**config.mk**
```make
export PLATFORM = sky130hd
export DESIGN_NAME = wallace_pipelined_multiplier_flat
export DESIGN_NICKNAME = d
export VERILOG_FILES = /design/src/rtl/wallace_pipelined_multiplier_if.sv /design/src/rtl/wallace_pipelined_multiplier.sv /design/src/flat_wrapper.sv
export SDC_FILE = /design/constraint.sdc
export NUM_CORES = 1
export LEC_CHECK = 0
export BUFFER_PORTS_ARGS = -buffer_cell sky130_fd_sc_hd__buf_2
export CORE_MARGIN = 10
export CORE_UTILIZATION = 45
export CTS_CLUSTER_SIZE = 12
export DETAILED_ROUTE_END_ITERATION = 12
export GPL_TIMING_DRIVEN = 0
export PLACE_DENSITY = 0.78
export SLEW_MARGIN = 30
export SYNTH_ARGS = -nofsm -noshare
export SYNTH_HDL_FRONTEND = slang
export SYNTH_SLANG_ARGS = --single-unit
```
**constraint.sdc**
```tcl
create_clock -name clk -period 2.54 [get_ports clk]
set_input_delay 0.127 -clock clk [delete_from_list [all_inputs] [get_ports clk]]
set_output_delay 0.127 -clock clk [all_outputs]
set_load 0.03 [all_outputs]
```
**src/rtl/wallace_pipelined_multiplier_if.sv**
```systemverilog
// wallace_pipelined_multiplier_if: operand/result handshake bundle for the pipelined Wallace multiplier.
// master drives operands and out_ready; slave (the multiplier) drives in_ready and the result.
interface wallace_pipelined_multiplier_if #(
    parameter int WIDTH = 4
);
    logic in_valid;
    logic in_ready;
    logic [WIDTH-1:0] in1;
    logic [WIDTH-1:0] in2;
    logic approx_en;
    logic out_valid;
    logic out_ready;
    logic [2*WIDTH-1:0] out;
    modport master (
        output in_valid, in1, in2, approx_en, out_ready,
        input in_ready, out_valid, out
    );
    modport slave (
        input in_valid, in1, in2, approx_en, out_ready,
        output in_ready, out_valid, out
    );
endinterface

```
**src/rtl/wallace_pipelined_multiplier.sv**
```systemverilog
// wallace_pipelined_multiplier: STAGES-deep WIDTH x WIDTH unsigned Wallace multiplier with per-op approximate mode.
// Define MULT_STATS_EN to add saturating handshake counters stat_count and stat_approx.
module wallace_pipelined_multiplier #(
    parameter int WIDTH = 4,
    parameter int STAGES = 2,
    parameter int APPROX_COLS = 2
) (
    input  logic clk,
    input  logic rst,
    wallace_pipelined_multiplier_if.slave bus,
    output logic busy
`ifdef MULT_STATS_EN
    ,
    output logic [15:0] stat_count,
    output logic [15:0] stat_approx
`endif
);
    localparam int PW = 2 * WIDTH;
    typedef logic [WIDTH-1:0][PW-1:0] rows_t;

    function automatic int next_rows(int n);
        return 2 * (n / 3) + n % 3;
    endfunction

    function automatic int num_levels(int n);
        int l = 0;
        for (int i = 0; i < WIDTH; i++)
            if (n > 2) begin
                n = next_rows(n);
                l++;
            end
        return l;
    endfunction

    localparam int LEVELS = num_levels(WIDTH);

    // Reduction levels completed by the time an operation sits in stage register s.
    function automatic int cut(int s);
        return s == 0 ? 0 : s >= STAGES ? LEVELS : (LEVELS * s) / (STAGES - 1);
    endfunction

    // One Wallace level: every group of three rows becomes a sum row and a shifted carry row.
    function automatic rows_t csa_level(rows_t r, int n);
        rows_t o = '0;
        int g = n / 3;
        for (int k = 0; k < WIDTH / 3; k++)
            if (k < g) begin
                o[2*k]   = r[3*k] ^ r[3*k+1] ^ r[3*k+2];
                o[2*k+1] = ((r[3*k] & r[3*k+1]) | (r[3*k] & r[3*k+2]) | (r[3*k+1] & r[3*k+2])) << 1;
            end
        for (int k = 0; k < 2; k++)
            if (k < n % 3) o[2*g+k] = r[3*g+k];
        return o;
    endfunction

    function automatic rows_t reduce(rows_t r, int from, int to);
        int n = WIDTH;
        for (int l = 0; l < LEVELS; l++) begin
            if (l >= from && l < to) r = csa_level(r, n);
            n = next_rows(n);
        end
        return r;
    endfunction

    function automatic logic [PW-1:0] cpa(rows_t r);
        return r[0] + r[1];
    endfunction

    rows_t pp;
    logic [PW-1:0] keep;
    always_comb begin
        keep = bus.approx_en ? ~((PW'(1) << APPROX_COLS) - PW'(1)) : '1;
        for (int j = 0; j < WIDTH; j++)
            pp[j] = (PW'(bus.in1 & {WIDTH{bus.in2[j]}}) << j) & keep;
    end

    logic [STAGES-1:0] vld;
    logic [STAGES-1:0] vnext;
    logic [PW-1:0] prod_q;
    logic adv;
    assign adv = !vld[STAGES-1] || bus.out_ready;
    assign vnext = (vld << 1) | STAGES'(bus.in_valid);
    assign bus.in_ready = adv;
    assign bus.out_valid = vld[STAGES-1];
    assign bus.out = prod_q;
    assign busy = |vld;

    rows_t stage_in [STAGES];
    assign stage_in[0] = pp;
    for (genvar s = 1; s < STAGES; s++) begin : g_stage
        rows_t q;
        always_ff @(posedge clk or posedge rst)
            if (rst) q <= '0;
            else if (adv) q <= reduce(stage_in[s-1], cut(s - 1), cut(s));
        assign stage_in[s] = q;
    end

    // The output register only loads behind a valid op so the last result lingers after its handshake.
    always_ff @(posedge clk or posedge rst)
        if (rst) begin
            vld <= '0;
            prod_q <= '0;
        end else if (adv) begin
            vld <= vnext;
            if (vnext[STAGES-1]) prod_q <= cpa(reduce(stage_in[STAGES-1], cut(STAGES - 1), LEVELS));
        end

`ifdef MULT_STATS_EN
    logic [STAGES-1:0] ax;
    always_ff @(posedge clk or posedge rst)
        if (rst) begin
            ax <= '0;
            stat_count <= '0;
            stat_approx <= '0;
        end else begin
            if (adv) ax <= (ax << 1) | STAGES'(bus.approx_en);
            if (vld[STAGES-1] && bus.out_ready) begin
                if (stat_count != '1) stat_count <= stat_count + 16'd1;
                if (ax[STAGES-1] && stat_approx != '1) stat_approx <= stat_approx + 16'd1;
            end
        end
`endif
endmodule

```
**src/flat_wrapper.sv**
```systemverilog
// flat-port wrapper written by rule: the top's interface ports become plain ports
module wallace_pipelined_multiplier_flat 
#(
    parameter int WIDTH = 4,
    parameter int STAGES = 2,
    parameter int APPROX_COLS = 2
)
  (clk, rst, busy, bus_in_valid, bus_in1, bus_in2, bus_approx_en, bus_out_ready, bus_in_ready, bus_out_valid, bus_out);
  wallace_pipelined_multiplier_if #(.WIDTH(WIDTH)) bus_i ();
  input  logic clk;
  input  logic rst;
  output logic busy;
  input wire logic [$bits(bus_i.in_valid)-1:0] bus_in_valid;
  input wire logic [$bits(bus_i.in1)-1:0] bus_in1;
  input wire logic [$bits(bus_i.in2)-1:0] bus_in2;
  input wire logic [$bits(bus_i.approx_en)-1:0] bus_approx_en;
  input wire logic [$bits(bus_i.out_ready)-1:0] bus_out_ready;
  output wire logic [$bits(bus_i.in_ready)-1:0] bus_in_ready;
  output wire logic [$bits(bus_i.out_valid)-1:0] bus_out_valid;
  output wire logic [$bits(bus_i.out)-1:0] bus_out;
  assign bus_i.in_valid = bus_in_valid;
  assign bus_i.in1 = bus_in1;
  assign bus_i.in2 = bus_in2;
  assign bus_i.approx_en = bus_approx_en;
  assign bus_i.out_ready = bus_out_ready;
  assign bus_in_ready = bus_i.in_ready;
  assign bus_out_valid = bus_i.out_valid;
  assign bus_out = bus_i.out;
  wallace_pipelined_multiplier #(.WIDTH(WIDTH), .STAGES(STAGES), .APPROX_COLS(APPROX_COLS)) u_core (.clk(clk), .rst(rst), .bus(bus_i), .busy(busy));
endmodule
```
==> impl_results.rst, run 1 <==
.. list-table::
   :header-rows: 1

   * - Metric
     - Value
   * - Initial antenna violation count
     - 0
   * - Worst reg-to-reg setup slack
     - 1.11 ns
   * - Number of endpoints failing setup at the final stage
     - 0
   * - Worst slew margin relative to its limit
     - ~48%
   * - Standby leakage power
     - between 0.7 and 0.8 nW
   * - Via count of the first global-routing pass
     - about 1000
   * - Ys flop type
     - dfrtp_1
   * - Level count of the clock H-tree
     - 1
   * - Delay contributed by the slowest stage of the critical path
     - around 0.4 ns
   * - Master cell of the clock root buffer
     - clkbuf_4
   * - Starting density of the core
     - 48.0%
   * - Most used standard cells in the synthesized netlist
     - nand2_1 (36), dfrtp_1 (21), inv_1 (9)
   * - Number of synthesized flops with an enable pin
     - 0
   * - Placer's final routability congestion estimate
     - a little under 0.8
   * - Distinct cells, synth
     - 25
   * - Drt pass-1 iters
     - 4
   * - Simple-gate area share of the yosys netlist
     - 22.0%
   * - Post-Synthesis Net Count
     - approximately 140
   * - Antenna Nets Post-Route
     - 0
   * - Total routing resource utilization after global routing
     - 10.1%
   * - Clock Pin Slew Worst Setup and Hold Paths
     - 0.11 ns
   * - Sequential share of the synthesized area
     - about 44%
   * - Total Die Area
     - approximately 5100 sq um
   * - Logic depth of the worst setup path including buffers
     - 4
   * - Total net switching power
     - 0.000377 W
   * - Share of cells above drive strength 1
     - between 20% and 30%
   * - Pin count of the biggest net entering global routing
     - 22
   * - Power per unit of standard cell area
     - 707 nW/um^2
   * - Cell count after synthesis
     - ~120
   * - Fraction of post-synthesis cell area in the top cell type by area
     - a little over two fifths
   * - Part of the total power dissipated in the clock network
     - roughly 16%
   * - Max capacitance violation total
     - 0
   * - Syn_area_per_cell
     - 10.2 sq um
   * - Data required time of the worst path
     - approximately 2.4 ns
   * - Number of synthesis warnings
     - 0
   * - Internal power
     - about 0.00061 W
   * - Min-delay worst type
     - primary input to flip-flop
   * - Placeable core region
     - between 2000 and 2500 sq um
   * - Combinational family with the most area after synthesis
     - simple AND/OR/NAND/NOR gates
   * - Hold-critical path depth
     - 3
   * - First-pass GRT wire length
     - 4.31 mm
   * - Worst setup SP type
     - flip-flop
   * - Sum Neg Setup Slack
     - 0 ns
   * - Proportion of total power due to net switching
     - 38.3%
   * - Largest clock skew in the final design
     - ~0.0056 ns
   * - Number of cells upsized or downsized after cts
     - 0
   * - Placement row count
     - 18
   * - Kind of capture point of the worst setup path
     - output port
   * - Terminating pin of the worst hold path
     - u_core.vld[0]
   * - CTS Buf Count
     - 3
   * - Clock tree sinks
     - 21
   * - Number of antenna diodes
     - 0
   * - Bufs on Longest Clock Path
     - 2
   * - Combinational Power Share
     - 38.4%
   * - Final hold violation count
     - 0
   * - Worst Setup Path Type
     - flip-flop to output port
   * - Adder-cell share of the synthesized area
     - 17.3%
   * - Flip-flop and latch count after synthesis
     - 21
   * - CP max stage cell
     - dfrtp_1
   * - GRT Residual Overflow
     - 0
   * - Number of vias after detailed routing
     - 865
   * - Leading cell type by number of instances after synthesis
     - nand2_1
   * - Synth Area in XOR/XNOR
     - less than 1%
   * - Vertical die dimension
     - ~72 um
   * - Path depth of the worst reg2reg path
     - 6
   * - Initial drt markers
     - 44
   * - Final #Nets
     - approximately 170
   * - Share of synthesized flip-flops with an asynchronous set or reset
     - 100%
   * - Area of the mapped netlist
     - 1200 sq um
   * - CP Buf/Inv Count
     - 3
   * - Sequential cell fraction of total power
     - roughly 46%
   * - Data arrival time of the critical path
     - approximately 1.3 ns
   * - Final Slew Violations
     - 0
   * - Final critical path time including I/O delays and setup
     - roughly 1.5 ns
   * - Final Cycle Share
     - between 50% and 60%
   * - Cell breakdown of the critical path
     - nor2b_4 > inv_6 > buf_6 > buf_2
   * - Critical Path Fanout Max
     - 10
   * - Worst reg2reg path endpoint
     - u_core.bus.out[7]
   * - R2r startpoint
     - u_core.g_stage[1].q[3]
   * - Die boundary width
     - 71.6 um
   * - Hpwl dp
     - 1.92 mm
   * - RSZ-0062 raised after global routing
     - false
   * - Top cells by area, synth
     - dfrtp_1 (44%), nand2_1 (11%), fa_1 (10%)
   * - Worst IR drop on VDD
     - between 0.0004 and 0.0005 V
   * - Hold Startpoint
     - bus_in_valid
   * - Multiplexer fraction of the synthesized cell area
     - about 5%
   * - Remaining DRCs
     - 0
   * - Max Clk Rate
     - between 600 and 700 MHz
   * - Result of the run
     - complete, no violations
   * - Vias/cell
     - 4.91
   * - Post-synthesis cell type with the largest combined area
     - dfrtp_1
   * - Routed wire per std cell
     - roughly 13 um
   * - Critical path's top delay family
     - buffers and inverters
   * - Compound-gate portion of the synthesized area
     - under 10%
   * - Number of top-level pins
     - 24
   * - Synth-to-layout area growth
     - 15.8%
   * - Final Routed Wirelength
     - about 2.3 mm
   * - Min Hold Slack
     - just over 0.02 ns
   * - Hold-fix buffers at CTS
     - 1
   * - Worst-margin pin slew
     - about 0.77 ns
   * - Source-to-sink clock delay at the later pin of the worst-skew pair
     - 0.30 ns
   * - Number of buffers added on ports
     - 23
   * - # Post-CTS Setup Buffers
     - 0
   * - Clock tree from TritonCTS
     - yes
## how the worst max path moves through the flow
stage                           startpoint                     end  slack, ns
CTS                          u_core.vld[1]            bus_in_ready       1.06
global placement                bus_in2[0]  u_core.g_stage[1].q[3]       0.96
floorplan                       bus_in1[3]  u_core.g_stage[1].q[3]       1.10
global route        u_core.g_stage[1].q[3]       u_core.bus.out[7]       0.98
detailed placement              bus_in1[3]  u_core.g_stage[1].q[3]       0.91
finish                       u_core.vld[1]            bus_in_ready       1.08
## metrics by stage
stage	instances	util, %	power (W)	cell area, sq um	worst slack, ns
floorplan	118	-	0.000724	1200	1.10
global placement	171	54.1	0.000825	1350	0.956
detailed placement	171	54.1	0.000841	1350	0.913
CTS	176	55.6	0.000999	1390	1.06
global route	176	55.6	0.00106	1390	0.979
finish	176	55.6	0.000983	1390	1.08
## power by group through the flow
stage               Combinational [W]  Sequential (W)  Clock, W
floorplan                    0.000178        0.000546         0
global placement             0.000374        0.000450         0
detailed placement           0.000383        0.000458         0
CTS                          0.000386        0.000451  0.000162
global route                 0.000429        0.000460  0.000174
finish                       0.000377        0.000449  0.000157
## logic make-up after synthesis
kind of cell | count (synthesis)
compound gates | 14
xor+xnor | 1
fa+ha+maj | 13
buf+inv | 12
flops | 21
mux | 4
simple gates | 53
## area by class of cell
class | count | area [sq um]
Fill cell | 225 | 1110
Multi-Input combinational cell | 85 | 616
Sequential cell | 21 | 526
Timing Repair Buffer | 24 | 125
Inverter | 10 | 42.5
Tap cell | 30 | 37.5
Clock buffer | 3 | 22.5
Buffer | 2 | 16.3
Clock inverter | 1 | 5.00
## registers in the layout (all words and copies together) (netlist names)
register,cells
u_core.g_stage.q,11
u_core.bus.out,8
u_core.vld,2
## metal layers
layer	share of wire (%)	wire length, um	GRT usage [%]	vias to the layer above
met1	45	1040	11.0	401
met4	1.3	29	4.52	0
met2	47	1080	17.6	25
li1	-	-	-	437
met5	0	0	0	-
met3	7.3	168	2.75	2
## layout by cell type, fill, tap and decap left out, types with 2 or more instances in the layout
cell type | Yosys | final
fa_1 | 6 | 6
dfrtp_1 | 21 | 21
inv_1 | 9 | 9
buf_2 | 1 | 24
and3b_1 | 2 | 2
o21ai_0 | 8 | 8
nand3_1 | 2 | 2
a21oi_1 | 3 | 3
and2_1 | 6 | 6
mux2_4 | 4 | 4
nand2_1 | 36 | 36
clkbuf_4 | 0 | 3
ha_1 | 7 | 7
## tightest hold or removal path: stages
cell     delay (ns)
buf_2          0.08
nand2_1        0.04
o21ai_0        0.06
No activity file was read; power rests on OpenSTA's default activity.
==> run 2: changes to the inputs <==
==> constraint.sdc (replaced) <==
create_clock -name clk -period 1.4 [get_ports clk]
set_input_delay 0.07 -clock clk [delete_from_list [all_inputs] [get_ports clk]]
set_output_delay 0.07 -clock clk [all_outputs]
set_load 0.03 [all_outputs]
==> run 2 against run 1 <==
Total power up 87%; flip-flop and latch count is the same; final area is 4.3% higher; register-to-register slack worse by 1.1 ns.
==> impl_results.rst, run 2 (same netlist as run 1, synthesis figures left out) <==
.. list-table::
   :header-rows: 1

   * - Metric
     - Value
   * - Setup WS pre-CTS
     - -0.170 ns (-1.08 ns)
   * - Level count of the clock H-tree
     - 1 (unchanged)
   * - Largest register by flop count
     - u_core.g_stage.q
   * - Final #Nets
     - 177 (+2.3%)
   * - Worst setup SP type
     - flip-flop
   * - Number of vias after detailed routing
     - 879 (+1.6%)
   * - Result of the run
     - complete, no violations
   * - Post-layout worst setup margin
     - 0.0398 ns (-1.04 ns)
   * - Initial drt markers
     - 34 (-23%)
   * - Bufs on Longest Clock Path
     - 2 (unchanged)
   * - Worst reg2reg path endpoint
     - u_core.bus.out[7]
   * - Data required time of the worst path
     - 1.63 ns (-0.78 ns)
   * - Standby leakage power
     - 0.777 nW (+2.6%)
   * - Die boundary width
     - 71.6 um (unchanged)
   * - Drt pass-1 iters
     - 3 (-1)
   * - Total Die Area
     - 5130 sq um (unchanged)
   * - CTS Buf Count
     - 3 (unchanged)
   * - Number of endpoints failing setup at the final stage
     - 0 (unchanged)
   * - Worst-margin pin slew
     - 0.775 ns (+0.000206 ns)
   * - Kind of capture point of the worst setup path
     - flip-flop
   * - RSZ-0062 raised after global routing
     - true
   * - R2r startpoint
     - u_core.g_stage[1].q[11]
   * - Hpwl dp
     - 1.92 mm (unchanged)
   * - Clock tree from TritonCTS
     - yes
   * - Synth-to-layout area growth
     - 20.9%
   * - GRT Residual Overflow
     - 0 (unchanged)
   * - Worst reg-to-reg setup slack
     - 0.04 ns (-1.07 ns)
   * - Critical path's top delay family
     - adder cells
   * - Hold-critical path depth
     - 3 (unchanged)
   * - Placement row count
     - 18 (unchanged)
   * - First-pass GRT wire length
     - 4.35 mm (+0.98%)
   * - Routed wire per std cell
     - 13.3 um (+1.4%)
   * - CP Buf/Inv Count
     - 1 (-2)
   * - Max reg flops
     - 11 (unchanged)
   * - Min-delay worst type
     - primary input to flip-flop
   * - Max capacitance violation total
     - 0 (unchanged)
   * - Vertical die dimension
     - 71.6 um (unchanged)
   * - Worst Setup Path Type
     - flip-flop to flip-flop
   * - Max Clk Rate
     - 735 MHz
   * - Clock tree sinks
     - 21 (unchanged)
   * - Largest clock skew in the final design
     - 0.00444 ns (-0.00120 ns)
   * - Number of buffers added on ports
     - 23 (unchanged)
   * - Total routing resource utilization after global routing
     - 10.2% (+0.085 points)
   * - Via count of the first global-routing pass
     - 1020 (unchanged)
   * - Commonest non-fill, non-tap cells in the layout
     - nand2_1 (36), buf_2 (23), dfrtp_1 (21), inv_1 (8), and2_1 (6)
   * - Min Hold Slack
     - 0.0304 ns (+0.00986 ns)
   * - Hold Startpoint
     - bus_in1[3]
   * - Power per unit of standard cell area
     - 1270 nW/um^2 (+79%)
   * - Initial antenna violation count
     - 0 (unchanged)
   * - Data arrival time of the critical path
     - 1.59 ns (+0.26 ns)
   * - Source-to-sink clock delay at the later pin of the worst-skew pair
     - 0.30 ns (about the same)
   * - Layout Utilization
     - 58.0% (+2.4 points)
   * - Placeable core region
     - 2500 sq um (unchanged)
   * - Most common cell after layout, fill and taps aside
     - nand2_1
   * - Worst slew margin relative to its limit
     - 48.3% (about the same)
   * - Pin count of the biggest net entering global routing
     - 22 (unchanged)
   * - Final critical path time including I/O delays and setup
     - between 1 and 1.5 ns
   * - Final Cycle Share
     - between 90% and 100%
   * - Clock Pin Slew Worst Setup and Hold Paths
     - 0.11 ns (about the same)
   * - Share of cells above drive strength 1
     - 30.0% (+4.7 points)
   * - Critical Path Fanout Max
     - 2 (-8)
   * - CP max stage cell
     - dfrtp_1
   * - Final Routed Wirelength
     - 2.40 mm (+3.7%)
   * - Vias/cell
     - 4.88 (-0.64%)
   * - Starting density of the core
     - 48.0% (unchanged)
   * - Cell breakdown of the critical path
     - ha_2 > inv_2 > fa_2 > nor2b_1 > o21ai_1 > a21oi_1
   * - Remaining DRCs
     - 0 (unchanged)
   * - Worst IR drop on VDD
     - 0.000829 V (+82%)
   * - Master cell of the clock root buffer
     - clkbuf_4
   * - Delay contributed by the slowest stage of the critical path
     - 0.37 ns (-0.04 ns)
   * - Number of antenna diodes
     - 0 (unchanged)
   * - Number of top-level pins
     - 24 (unchanged)
   * - Final Slew Violations
     - 0 (unchanged)
   * - Terminating pin of the worst hold path
     - u_core.g_stage[1].q[6]
   * - Placer's final routability congestion estimate
     - 0.768 (unchanged)
   * - Path depth of the worst reg2reg path
     - 6 (unchanged)
   * - Final hold violation count
     - 0 (unchanged)
   * - Antenna Nets Post-Route
     - 0 (unchanged)
[run 2: cell types whose count changed in the layout (fill, tap and decap cells not counted), moves of 2 or more]
cell	previous run	this run
o21ai_1	1	4
o21ai_0	8	5
buf_4	0	3
ha_1	7	5
[run 2: worst max path at each step]
stage / from / to / slack [ns] / cells after the start
2_1_floorplan: bus_in1[3] / u_core.g_stage[1].q[3] / 0.02 / 6
3_3_place_gp: bus_in2[0] / u_core.g_stage[1].q[3] / -0.13 / 7
3_5_place_dp: bus_in1[3] / u_core.g_stage[1].q[3] / -0.17 / 7
4_1_cts: u_core.g_stage[1].q[3] / u_core.bus.out[7] / 0.02 / 6
5_1_grt: u_core.g_stage[1].q[3] / u_core.bus.out[7] / -0.05 / 6
6_report: u_core.g_stage[1].q[11] / u_core.bus.out[7] / 0.04 / 6
[run 2: worst min-delay path: cells and delay by family]
family | cells | cell delay (ns)
buffers and inverters | 1 | 0.12
and+or+nand+nor | 2 | 0.12
[run 2: layout make-up]
class | instances | area [sq um]
fillers | 216 | 1050
multi-input cells | 85 | 637
flip-flops and latches | 21 | 526
repair buffers | 28 | 164
inverters | 10 | 42.5
well taps | 30 | 37.5
clock buffers | 3 | 22.5
plain buffers | 2 | 16.3
clock inverters | 1 | 5.00
[run 2: through the flow]
stage / cells / power (W) / setup TNS [ns] / instance area (sq um)
4_1_cts: 178 / 0.00182 / 0 / 1420
5_1_grt: 180 / 0.00198 / -0.0842 / 1450
3_3_place_gp: 171 / 0.00150 / -0.233 / 1350
2_1_floorplan: 118 / 0.00131 / 0 / 1200
3_5_place_dp: 171 / 0.00153 / -0.373 / 1350
6_report: 180 / 0.00184 / 0 / 1450
[run 2: timing repair]
item / CTS / global route
setup endpoints to repair: 2 / 5
buffers inserted: 1 / 2
pin swaps: 0 / 1
hold buffers: 2 / 0
gates resized for setup: 3 / 7
hold endpoints to repair: 22 / 0
[run 2: report_power, final]
| group | switching [W] | total, W | leakage (nW) | internal, W |
|---|---|---|---|---|
| registers | 0.0000816 | 0.000820 | 0.266 | 0.000738 |
| clock network | 0.000179 | 0.000285 | 0.0177 | 0.000107 |
| logic | 0.000443 | 0.000731 | 0.492 | 0.000289 |
| total | 0.000703 | 0.00184 | 0.777 | 0.00113 |
[run 2: layer usage]
metal	routed length, um	global-route usage (%)	up-vias
met1	1110	11.2	407
li1	-	-	445
met2	1110	17.8	25
met3	147	2.62	2
met5	0	0	-
met4	29	4.52	0
==> run 3: changes to the inputs <==
--- a/config.mk
+++ b/config.mk
@@ -6,7 +6,7 @@
 export NUM_CORES = 1
 export LEC_CHECK = 0
 export BUFFER_PORTS_ARGS = -buffer_cell sky130_fd_sc_hd__buf_2
-export CORE_MARGIN = 10
+export CORE_MARGIN = 8
 export CORE_UTILIZATION = 45
 export CTS_CLUSTER_SIZE = 12
 export DETAILED_ROUTE_END_ITERATION = 12
==> run 3 against run 2 <==
Critical path depth is 4 lower; clock power hardly changed; register-to-register slack better by 0.03 ns; count of clock-buffer cells in the layout stayed put; total power is 0.26% lower; setup slack better by 0.028 ns; worst hold slack better by 0.0043 ns; highest routed layer unchanged; via count is 4.1% higher.
==> impl_results.rst, run 3 (same netlist as run 1, synthesis figures left out) <==
.. list-table::
   :header-rows: 1

   * - Metric
     - Value
   * - Number of vias after detailed routing
     - 915 (+4.1%)
   * - Worst Setup Path Type
     - flip-flop to output port
   * - Largest clock skew in the final design
     - 0.00187 ns (-0.00257 ns)
   * - Vias/cell
     - 5.00 (+2.4%)
   * - Number of buffers added on ports
     - 23 (unchanged)
   * - Final critical path time including I/O delays and setup
     - 1.33 ns (-0.0284 ns)
   * - Final hold violation count
     - 0 (unchanged)
   * - Worst reg-to-reg setup slack
     - 0.07 ns (+0.03 ns)
   * - Most common cell after layout, fill and taps aside
     - nand2_1
   * - Max reg flops
     - 11 (unchanged)
   * - Total Die Area
     - 4570 sq um (-11%)
   * - Number of instances in the placed design
     - 171 (unchanged)
   * - Final Routed Wirelength
     - 2.39 mm (-0.42%)
   * - Worst IR drop on VDD
     - 0.000803 V (-3.2%)
   * - Clock Pin Slew Worst Setup and Hold Paths
     - 0.12 ns (about the same)
   * - Post-Layout Inst Area
     - 1470 sq um (+1.6%)
   * - Placement row count
     - 18 (unchanged)
   * - Fillers
     - 219 (+1.4%)
   * - Vertical die dimension
     - 67.6 um (-5.6%)
   * - Routed wire per std cell
     - 13.1 um (-2.0%)
   * - Critical Path Fanout Max
     - 4 (+2)
   * - Post-layout worst setup margin
     - 0.0682 ns (+0.0284 ns)
   * - Data arrival time of the critical path
     - 1.26 ns (-0.33 ns)
   * - Die boundary width
     - 67.6 um (-5.6%)
   * - Cell breakdown of the critical path
     - or2_2 > buf_2
   * - Final Cycle Share
     - 95.1% (-2.0 points)
   * - Sum Neg Setup Slack
     - 0 ns (unchanged)
   * - Starting density of the core
     - 48.0% (unchanged)
   * - Clock tree sinks
     - 21 (unchanged)
   * - Via count of the first global-routing pass
     - 926 (-9.2%)
   * - Critical path's top delay family
     - flip-flops
   * - Number of antenna diodes
     - 0 (unchanged)
   * - Total routing resource utilization after global routing
     - 10.5% (+0.31 points)
   * - Met1 Routed Length
     - 1.04 mm (-6.6%)
   * - Bufs on Longest Clock Path
     - 2 (unchanged)
   * - Area after detailed placement
     - 1350 sq um (unchanged)
   * - Initial antenna violation count
     - 0 (unchanged)
   * - GRT Residual Overflow
     - 0 (unchanged)
   * - Hold-critical path depth
     - 3 (unchanged)
   * - CP max stage cell
     - dfrtp_1
   * - Wire length on met3
     - 218 um (+48%)
   * - Footprint of the flip-flops and latches
     - 526 sq um (unchanged)
   * - Drt pass-1 iters
     - 5 (+2)
   * - Setup WS pre-CTS
     - -0.169 ns (+0.000986 ns)
   * - Layout Utilization
     - 58.9% (+0.90 points)
   * - R2r startpoint
     - u_core.vld[1]
   * - Worst slew margin relative to its limit
     - 49.9% (+1.6 points)
   * - Max Clk Rate
     - 751 MHz (+2.1%)
   * - Min-delay worst type
     - primary input to flip-flop
   * - Power per unit of standard cell area
     - 1240 nW/um^2 (-1.8%)
   * - Worst reg2reg path endpoint
     - u_core.bus.out[3]
   * - Delay contributed by the slowest stage of the critical path
     - 0.49 ns (+0.12 ns)
   * - Synth-to-layout area growth
     - 22.7%
   * - Placer's final routability congestion estimate
     - 0.837 (+9.0%)
   * - Top layer in use
     - met4
   * - Placeable core region
     - 2500 sq um (unchanged)
   * - Initial drt markers
     - 21 (-38%)
   * - Hold Startpoint
     - bus_in2[3]
   * - Source-to-sink clock delay at the later pin of the worst-skew pair
     - 0.29 ns (about the same)
   * - Master cell of the clock root buffer
     - clkbuf_4
   * - Data required time of the worst path
     - 1.33 ns (-0.30 ns)
   * - First-pass GRT wire length
     - 3.84 mm (-12%)
   * - Terminating pin of the worst hold path
     - u_core.g_stage[1].q[6]
   * - Number of top-level pins
     - 24 (unchanged)
   * - RSZ-0062 raised after global routing
     - true
   * - Commonest non-fill, non-tap cells in the layout
     - nand2_1 (36), buf_2 (23), dfrtp_1 (21), inv_1 (8), o21ai_0 (7)
   * - Antenna Nets Post-Route
     - 0 (unchanged)
   * - Post-route non-filler standard cell count
     - 183 (+1.7%)
   * - Number of endpoints failing setup at the final stage
     - 0 (unchanged)
   * - Worst setup SP type
     - flip-flop
   * - Kind of capture point of the worst setup path
     - output port
   * - Path depth of the worst reg2reg path
     - 5 (-1)
   * - Level count of the clock H-tree
     - 1 (unchanged)
   * - Standby leakage power
     - 0.790 nW (+1.7%)
   * - Max capacitance violation total
     - 0 (unchanged)
   * - Worst-margin pin slew
     - 0.751 ns (-0.0240 ns)
   * - Share of cells above drive strength 1
     - 31.4% (+1.4 points)
   * - Clock tree from TritonCTS
     - yes
   * - Pin count of the biggest net entering global routing
     - 22 (unchanged)
   * - Largest register by flop count
     - u_core.g_stage.q
   * - CTS Buf Count
     - 3 (unchanged)
   * - Remaining DRCs
     - 0 (unchanged)
   * - Final #Nets
     - 180 (+1.7%)
   * - Final Slew Violations
     - 0 (unchanged)
   * - CP Buf/Inv Count
     - 1 (unchanged)
   * - Result of the run
     - complete, no violations
   * - Hpwl dp
     - 1.87 mm (-3.1%)
   * - Metal2 WL
     - 1.11 mm (-0.27%)
   * - Area occupied by multi-input gates
     - 637 sq um (unchanged)
run 3: worst max path at each step:
| stage | from | endpoint | slack (ns) | depth (start not counted) |
|---|---|---|---|---|
| after detailed placement | bus_in1[3] | u_core.g_stage[1].q[3] | -0.17 | 7 |
| final | u_core.vld[0] | busy | 0.07 | 2 |
| after global routing | u_core.g_stage[1].q[11] | u_core.bus.out[7] | -0.02 | 6 |
| after global placement | bus_in2[0] | u_core.g_stage[1].q[3] | -0.13 | 7 |
| after CTS | u_core.g_stage[1].q[3] | u_core.bus.out[7] | 0.003 | 6 |
| after floorplan | bus_in1[3] | u_core.g_stage[1].q[3] | 0.02 | 6 |
run 3: tightest hold or removal path, delay by kind of cell:
kind                   cells  cell delay [ns]
AND/OR/NAND/NOR            2             0.13
buffers and inverters      1             0.10
run 3: repair_timing:
action / in CTS / in global routing
resized for setup: 1 / 9
pin swaps: 0 / 0
hold endpoints to repair: 22 / 0
cloned: 0 / 0
buffers inserted: 0 / 6
hold buffers: 2 / 0
endpoints found under the setup margin: 1 / 4
run 3: report_power, final:
group / internal [W] / switching (W) / leakage [nW]
Sequential: 0.000738 / 0.0000783 / 0.266
Clock: 0.000106 / 0.000178 / 0.0177
Combinational: 0.000288 / 0.000443 / 0.506
Total: 0.00113 / 0.000700 / 0.790
run 3: final cells by class:
class	instances	share of cell area, %
multi-input cells	85	43.2
flip-flops and latches	21	35.7
repair buffers	31	12.7
inverters	10	2.89
well taps	30	2.55
clock buffers	3	1.53
plain buffers	2	1.10
clock inverters	1	0.340
run 3: routing by layer:
layer  up-vias  GRT usage [%]
met1       434           12.2
met2        29           18.2
met5         -              0
met4         0           3.92
met3         2           2.48
li1        450              -
run 3: per-stage QoR:
step           hold WS (ns)  total power, W
2_1_floorplan        0.0465         0.00131
4_1_cts              0.0348         0.00180
6_report             0.0347         0.00183
3_3_place_gp          0.227         0.00149
3_5_place_dp          0.242         0.00152
5_1_grt              0.0641         0.00194
